<file path="config.mk">
export PLATFORM = sky130hd
export DESIGN_NAME = riscy_controller
export DESIGN_NICKNAME = d
export VERILOG_FILES = /design/src/rtl/riscy_pkg.sv /design/src/rtl/riscy_phase_cnt.sv /design/src/rtl/riscy_controller.sv
export SDC_FILE = /design/constraint.sdc
export NUM_CORES = 1
export LEC_CHECK = 0
export ABC_CLOCK_PERIOD_IN_PS = 2700
export BUFFER_PORTS_ARGS = -buffer_cell sky130_fd_sc_hd__buf_2
export CORE_AREA = 2 2 39 41
export DETAILED_ROUTE_END_ITERATION = 6
export DIE_AREA = 0 0 41 43
export MAX_ROUTING_LAYER = met4
export SLEW_MARGIN = 25
export SYNTH_ARGS = -nofsm -noshare
export SYNTH_HDL_FRONTEND = slang
export SYNTH_SLANG_ARGS = --single-unit
</file>
<file path="constraint.sdc">
create_clock -name clk -period 2.7 [get_ports clk]
set_input_delay 0.27 -clock clk [delete_from_list [all_inputs] [get_ports clk]]
set_output_delay 0.27 -clock clk [all_outputs]
set_load 0.02 [all_outputs]
</file>
<file path="src/rtl/riscy_pkg.sv">
// riscy_pkg: shared phase/opcode types and ALU-op membership for the RISCY controller
package riscy_pkg;
  typedef enum logic [2:0] {
    INST_ADDR, INST_FETCH, INST_LOAD, IDLE, OP_ADDR, OP_FETCH, ALU_OP, STORE
  } phase_t;
  typedef enum logic [2:0] {HLT, SKZ, ADD, AND, XOR, LDA, STO, JMP} opcode_t;
  function automatic logic is_aluop(opcode_t op);
    return op inside {ADD, AND, XOR, LDA};
  endfunction
endpackage

</file>
<file path="src/rtl/riscy_phase_cnt.sv">
// riscy_phase_cnt: 3-bit wrapping phase counter with enable and async clear
module riscy_phase_cnt (
  input  logic       clk,
  input  logic       rst,
  input  logic       en,
  output logic [2:0] phase
);
  always_ff @(posedge clk or posedge rst)
    if (rst) phase <= '0;
    else if (en) phase <= phase + 3'd1;
endmodule

</file>
<file path="src/rtl/riscy_controller.sv">
// riscy_controller: eight-phase instruction sequencer with sticky halt and combinational control decode
module riscy_controller
  import riscy_pkg::*;
(
  input  logic       clk,
  input  logic       rst,
  input  logic [2:0] opcode,
  input  logic       zero,
  output logic       sel,
  output logic       rd,
  output logic       ld_ir,
  output logic       inc_pc,
  output logic       ld_pc,
  output logic       ld_ac,
  output logic       wr,
  output logic       data_e,
  output logic       halt,
  output logic [2:0] phase
);
  logic       halted, halted_next, alu;
  logic [2:0] cnt;
  phase_t     ph;
  opcode_t    op;
  assign ph  = phase_t'(cnt);
  assign op  = opcode_t'(opcode);
  assign alu = is_aluop(op);
  // The counter is held on the same edge that latches halt, so the phase freezes at OP_ADDR
  assign halted_next = halted || (ph == OP_ADDR && op == HLT);
  riscy_phase_cnt u_cnt (.clk(clk), .rst(rst), .en(!halted_next), .phase(cnt));
  always_ff @(posedge clk or posedge rst)
    if (rst) halted <= 1'b0;
    else halted <= halted_next;
  assign phase  = cnt;
  assign sel    = ph inside {INST_ADDR, INST_FETCH, INST_LOAD, IDLE};
  assign rd     = ph inside {INST_FETCH, INST_LOAD, IDLE} || (ph inside {OP_FETCH, ALU_OP, STORE} && alu);
  assign ld_ir  = ph inside {INST_LOAD, IDLE};
  assign inc_pc = (ph == OP_ADDR && !halted) || (ph == ALU_OP && op == SKZ && zero);
  assign ld_pc  = ph inside {ALU_OP, STORE} && op == JMP;
  assign ld_ac  = ph == STORE && alu;
  assign wr     = ph == STORE && op == STO;
  assign data_e = ph inside {ALU_OP, STORE} && op == STO;
  assign halt   = halted || (ph == OP_ADDR && op == HLT);
endmodule

</file>
==> results of run 1 <==
path summary, 6_finish.rpt:
check                                from              to  slack (ns)
max                        u_cnt.phase[0]              rd        0.66
min                                   rst  u_cnt.phase[2]        0.46
max reg2reg                u_cnt.phase[0]  u_cnt.phase[1]        1.09
min reg2reg                        halted  u_cnt.phase[2]        0.54
max in group asynchronous             rst  u_cnt.phase[1]        2.09
min in group clk                opcode[2]  u_cnt.phase[2]        0.50
cells in the final DEF (no fill, tap or decap), types with 2 or more instances in the layout:
cell type / n
dfrtp_1: 4
ha_1: 6
buf_2: 17
nor2_1: 3
clkbuf_4: 3
a21oi_1: 2
nor3b_1: 2
o21ai_0: 2
xnor2_1: 2
nand2_1: 2
inv_1: 5
final cells by class:
class                   count  area, µm²  share of cell area, %
repair buffers             18       95.1                   19.4
well taps                  16       20.0                   4.09
inverters                   5       18.8                   3.84
multi-input cells          29        233                   47.6
flip-flops and latches      4        100                   20.5
clock buffers               3       22.5                   4.60
power breakdown:
| part | internal [µW] | switching (µW) |
|---|---|---|
| registers | 93.6 | 41.6 |
| logic | 174 | 250 |
| clock network | 49.5 | 21.9 |
per-layer routing:
metal | track usage, % | up-vias | part of all wire (%)
met1 | 10.7 | 148 | 43
li1 | - | 172 | -
met4 | 8.00 | 0 | 0
met2 | 14.4 | 9 | 52
met5 | - | - | 0
met3 | 0 | 0 | 5.0
metrics by stage:
step | total power, µW | setup slack (ns) | cells
2_1_floorplan | 434 | 0.940 | 38
3_3_place_gp | 559 | 0.923 | 71
3_5_place_dp | 565 | 0.899 | 71
4_1_cts | 644 | 0.643 | 75
5_1_grt | 686 | 0.502 | 75
6_report | 631 | 0.664 | 75
registers in the layout (all words and copies together), names as in the netlist:
name	flops
halted	1
u_cnt.phase	3
cell families (layout without fill, tap and decap cells):
group           after synthesis  count (layout)  synth area share [%]
buf+inv                       5              26                  5.34
mux                           1               1                  4.27
flops                         4               4                  28.5
compound gates                8               8                  14.9
simple gates                 12              12                  20.6
xor+xnor                      2               2                  4.98
fa+ha+maj                     6               6                  21.4
critical path: cells and delay by family, from the launching register on:
kind            cells  cell delay, ns
buf+inv             1            0.16
simple gates        1            0.07
fa+ha+maj           2            0.43
flops               1            0.40
compound gates      2            0.48
==> flow_summary.yaml, run 1 <==
setup_path:
  reg2reg_depth: 5
  cp_cell_sequence: "ha_1 -> ha_1 -> a21oi_1 -> nor2_1 -> a211o_1 -> buf_2"
  crit_type: "flip-flop to primary output"
  cpMaxStageDelayCell: "dfrtp_1"
  critPathLaunchType: "flip-flop"
  arrival_ns: 1.77
  cpMostUsedCell: "ha_1"
  crit_path_max_incr_delay_ns: 0.40
  cp_max_fo: 4
  cp-end-kind: "primary output"
  critPathRequiredTime_ns: 2.43
synthesis:
  synth_top_area_cell: "dfrtp_1"
  synth-seq-cells: 4
  synthArstFlopShare_pct: 100
  synth_common_cells: "6 x ha_1, 5 x inv_1, 4 x dfrtp_1, 3 x nor2_1"
  yosys_warnings: 0
  yosys.area.top_type_share_pct: 28.5
  syn_area_um2: 352
  syn_inst: 38
  yosysMostFrequentCell: "ha_1"
  synth_edf_count: 0
  netlist_top_cells_area: "dfrtp_1 28%, ha_1 21%, inv_1 5.3%"
  syn_nets: 50
  yosysUniqueCellTypes: 19
  synth-seq-area-share_pct: 28.5
  yosys_most_used_dff: "dfrtp_1"
  avgSynthCellArea_um2: 9.25
floorplan:
  die_area_um2: 1760
  chipHeight_um: 43
  placementRows: 14
  ios: 18
  die_w_um: 41
  fp.coreArea_um2: 1380
  start_util_pct: 25.4
clocking:
  path_clk_slew_ns: 0.03
  cts_tree: "yes"
  cts_setup_buffers: 0
  post_cts_resized: 0
  cts_hold_buf: 1
  clockRootBuffer: "clkbuf_4"
  insertion_delay_ns: 0.23
  numCtsBuffers: 3
  clock_sinks: 4
  cts_max_level: 1
  clk_path_buf_depth: 2
outcome:
  status: "finished clean"
global_route:
  antenna_found_initial: 0
  grt_max_degree: 9
  grt_usage_pct: 9.40
  grt_pass1_wl_um: 1090
  grt-ovfl-total: 0
  grt_pass1_vias: 290
routing:
  route.detailed.drc: 0
  drt-vias-per-instance: 4.39
  routed_wl_um: 735
  postRouteAntennaNets: 0
  num_vias: 329
  drt-pass1-iter-count: 4
  wl_per_cell_um: 9.80
  drtIter0Drc: 2
timing:
  worst_clock_skew_ns: 0.000569
  rsz0062_at_grt: "no"
  fin_tns_setup_ns: 0
  tightest_slew_ns: 0.307
  whs_ns: 0.461
  fin_crit_ns: 2.04
  finalMaxSlewViolations: 0
  post-route-period-util_pct: 75.4
  hold_violations: 0
  relSlewSlack_pct: 79.5
  finalSetupViolCount: 0
  fmax_ghz: 0.491
place:
  numPortBuffers: 17
  dpl.hpwl_um: 622
  place_area_um2: 457
  globalplace.congestion: 0.682
cells_and_area:
  area_growth_syn_to_layout_pct: 39.1
  stdcell_area_um2: 489
  fin_nets: 73
  drive_above_1_share_pct: 39.0
  n_antenna_cell: 0
  fillers: 162
  postLayoutCoreUtil_pct: 35.4
worst_hold_path:
  min_path_type: "primary input to asynchronous set/reset pin"
pwr:
  powerDensity_nw_per_um2: 1290
  p_leak_uw: 0.000269
  peakVddDrop_mv: 0.525
job:
  cap_violations: 0
(Power assumes the default switching activity.)
==> run 2: changes to the inputs <==
ABC_CLOCK_PERIOD_IN_PS = 2000   (was 2700)
clock period = 2 ns   (was 2.7 ns; I/O delays follow)
==> flow_summary.yaml, run 2 (synthesis results as in run 1) <==
setup_path:
  crit_path_max_incr_delay_ns: 0.41
  critPathBufInv: 1
  regToRegSetupSlack_ns: 0.43
  cpMaxStageDelayCell: "dfrtp_1"
  cpLargestDelayFamily: "adder cells"
  cp-end-kind: "primary output"
  cp_max_fo: 4
  r2r_start: "u_cnt.phase[0]"
  critPathLaunchType: "flip-flop"
  r2r-end: "u_cnt.phase[1]"
  arrival_ns: 1.67
  critPathRequiredTime_ns: 1.80
  cp_cell_sequence: "ha_2 -> ha_1 -> a21oi_2 -> nor2_1 -> a211o_1 -> buf_2"
  reg2reg_depth: 5
  crit_type: "flip-flop to primary output"
cells_and_area:
  largest_reg_flops: 3
  fillers: 154
  n_antenna_cell: 0
  layout_commonest_cell: "buf_2"
  drive_above_1_share_pct: 44.3
  area_growth_syn_to_layout_pct: 47.7
  final_cells: 77
  largestRegisters: "u_cnt.phase (3), halted (1)"
  most-common-layout-cells: "17 x buf_2, 5 x inv_1, 5 x ha_1, 4 x dfrtp_1"
  largest-register: "u_cnt.phase"
  fin_nets: 75
routing:
  routed_wl_um: 804
  route.detailed.drc: 0
  num_vias: 337
  postRouteAntennaNets: 0
  drtIter0Drc: 5
  drt-vias-per-instance: 4.38
  drt-pass1-iter-count: 2
  wl_per_cell_um: 10.4
global_route:
  grt_max_degree: 9
  antenna_found_initial: 0
  grt_usage_pct: 11.2
  grt-ovfl-total: 0
  grt_pass1_vias: 318
  grt_pass1_wl_um: 1280
floorplan:
  start_util_pct: 25.4
  die_w_um: 41
  ios: 18
  fp.coreArea_um2: 1380
  placementRows: 14
  die_area_um2: 1760
  chipHeight_um: 43
timing:
  finalMaxSlewViolations: 0
  worst_clock_skew_ns: 0.00234
  fin_crit_ns: 1.87
  finalSetupViolCount: 0
  whs_ns: 0.390
  tightest_slew_ns: 0.286
  fmax_ghz: 0.536
  post-route-period-util_pct: 93.3
  relSlewSlack_pct: 80.9
  hold_violations: 0
clocking:
  clock_sinks: 4
  cts_max_level: 1
  clockRootBuffer: "clkbuf_4"
  numCtsBuffers: 3
  cts_tree: "yes"
  path_clk_slew_ns: 0.04
  clk_path_buf_depth: 2
  insertion_delay_ns: 0.23
worst_hold_path:
  min_path_type: "primary input to asynchronous set/reset pin"
outcome:
  status: "finished clean"
place:
  dpl.hpwl_um: 638
  numPortBuffers: 17
  dp.cells: 71
  globalplace.congestion: 0.660
pwr:
  peakVddDrop_mv: 0.670
  powerDensity_nw_per_um2: 1730
  p_total_uw: 900
  p_leak_uw: 0.000281
job:
  cap_violations: 0
-- run 2: cell count changes in the layout (fill, tap and decap cells not counted), sizes merged --
cell	delta
buf	+2
-- run 2: worst register-to-register path, stage by stage, from the launching register on --
cell	delay, ns
dfrtp_1	0.41
inv_1	0.12
ha_1	0.22
nor4b_4	0.26
a21oi_2	0.13
mux2_4	0.31
-- run 2: cell type report --
cell class | instances | area [µm²] | area share (%)
multi-input combinational | 29 | 248 | 47.7
timing repair buffer | 20 | 110 | 21.2
sequential | 4 | 100 | 19.3
clock buffer | 3 | 22.5 | 4.34
tap | 16 | 20.0 | 3.86
inverter | 5 | 18.8 | 3.61
-- run 2: worst max path at each step --
| stage | to | cells past startpoint | slack [ns] | startpoint |
|---|---|---|---|---|
| floorplan | ld_pc | 4 | 0.31 | u_cnt.phase[1] |
| global placement | rd | 6 | 0.31 | u_cnt.phase[1] |
| detailed placement | rd | 6 | 0.28 | u_cnt.phase[0] |
| CTS | rd | 6 | 0.02 | u_cnt.phase[0] |
| global route | rd | 6 | -0.006 | u_cnt.phase[0] |
| finish | rd | 6 | 0.13 | u_cnt.phase[0] |
-- run 2: per-stage QoR --
step | setup slack (ns) | setup TNS [ns] | instance area, µm² | utilization [%]
after global placement | 0.308 | 0 | 457 | 33.0
after detailed placement | 0.275 | 0 | 457 | 33.0
after floorplan | 0.310 | 0 | 352 | -
after global routing | -0.00598 | -0.00598 | 519 | 37.5
final | 0.134 | 0 | 519 | 37.5
after CTS | 0.0177 | 0 | 489 | 35.4
-- run 2: power breakdown --
group	switching (µW)	internal [µW]
clock	30.5	67.0
sequential	61.2	126
combinational	346	269
-- run 2: per-layer routing --
metal	wire (µm)	GRT usage, %	part of all wire [%]
met3	34	1.57	4.2
met5	0	-	0
met4	6	8.00	0.75
met1	336	12.1	42
met2	427	17.5	53
-- run 2: repair_timing --
action,in CTS,in global routing
setup endpoints to repair,0,2
setup buffers,0,2
resized for setup,0,3
endpoints found under the hold margin,4,0
hold buffers,1,0
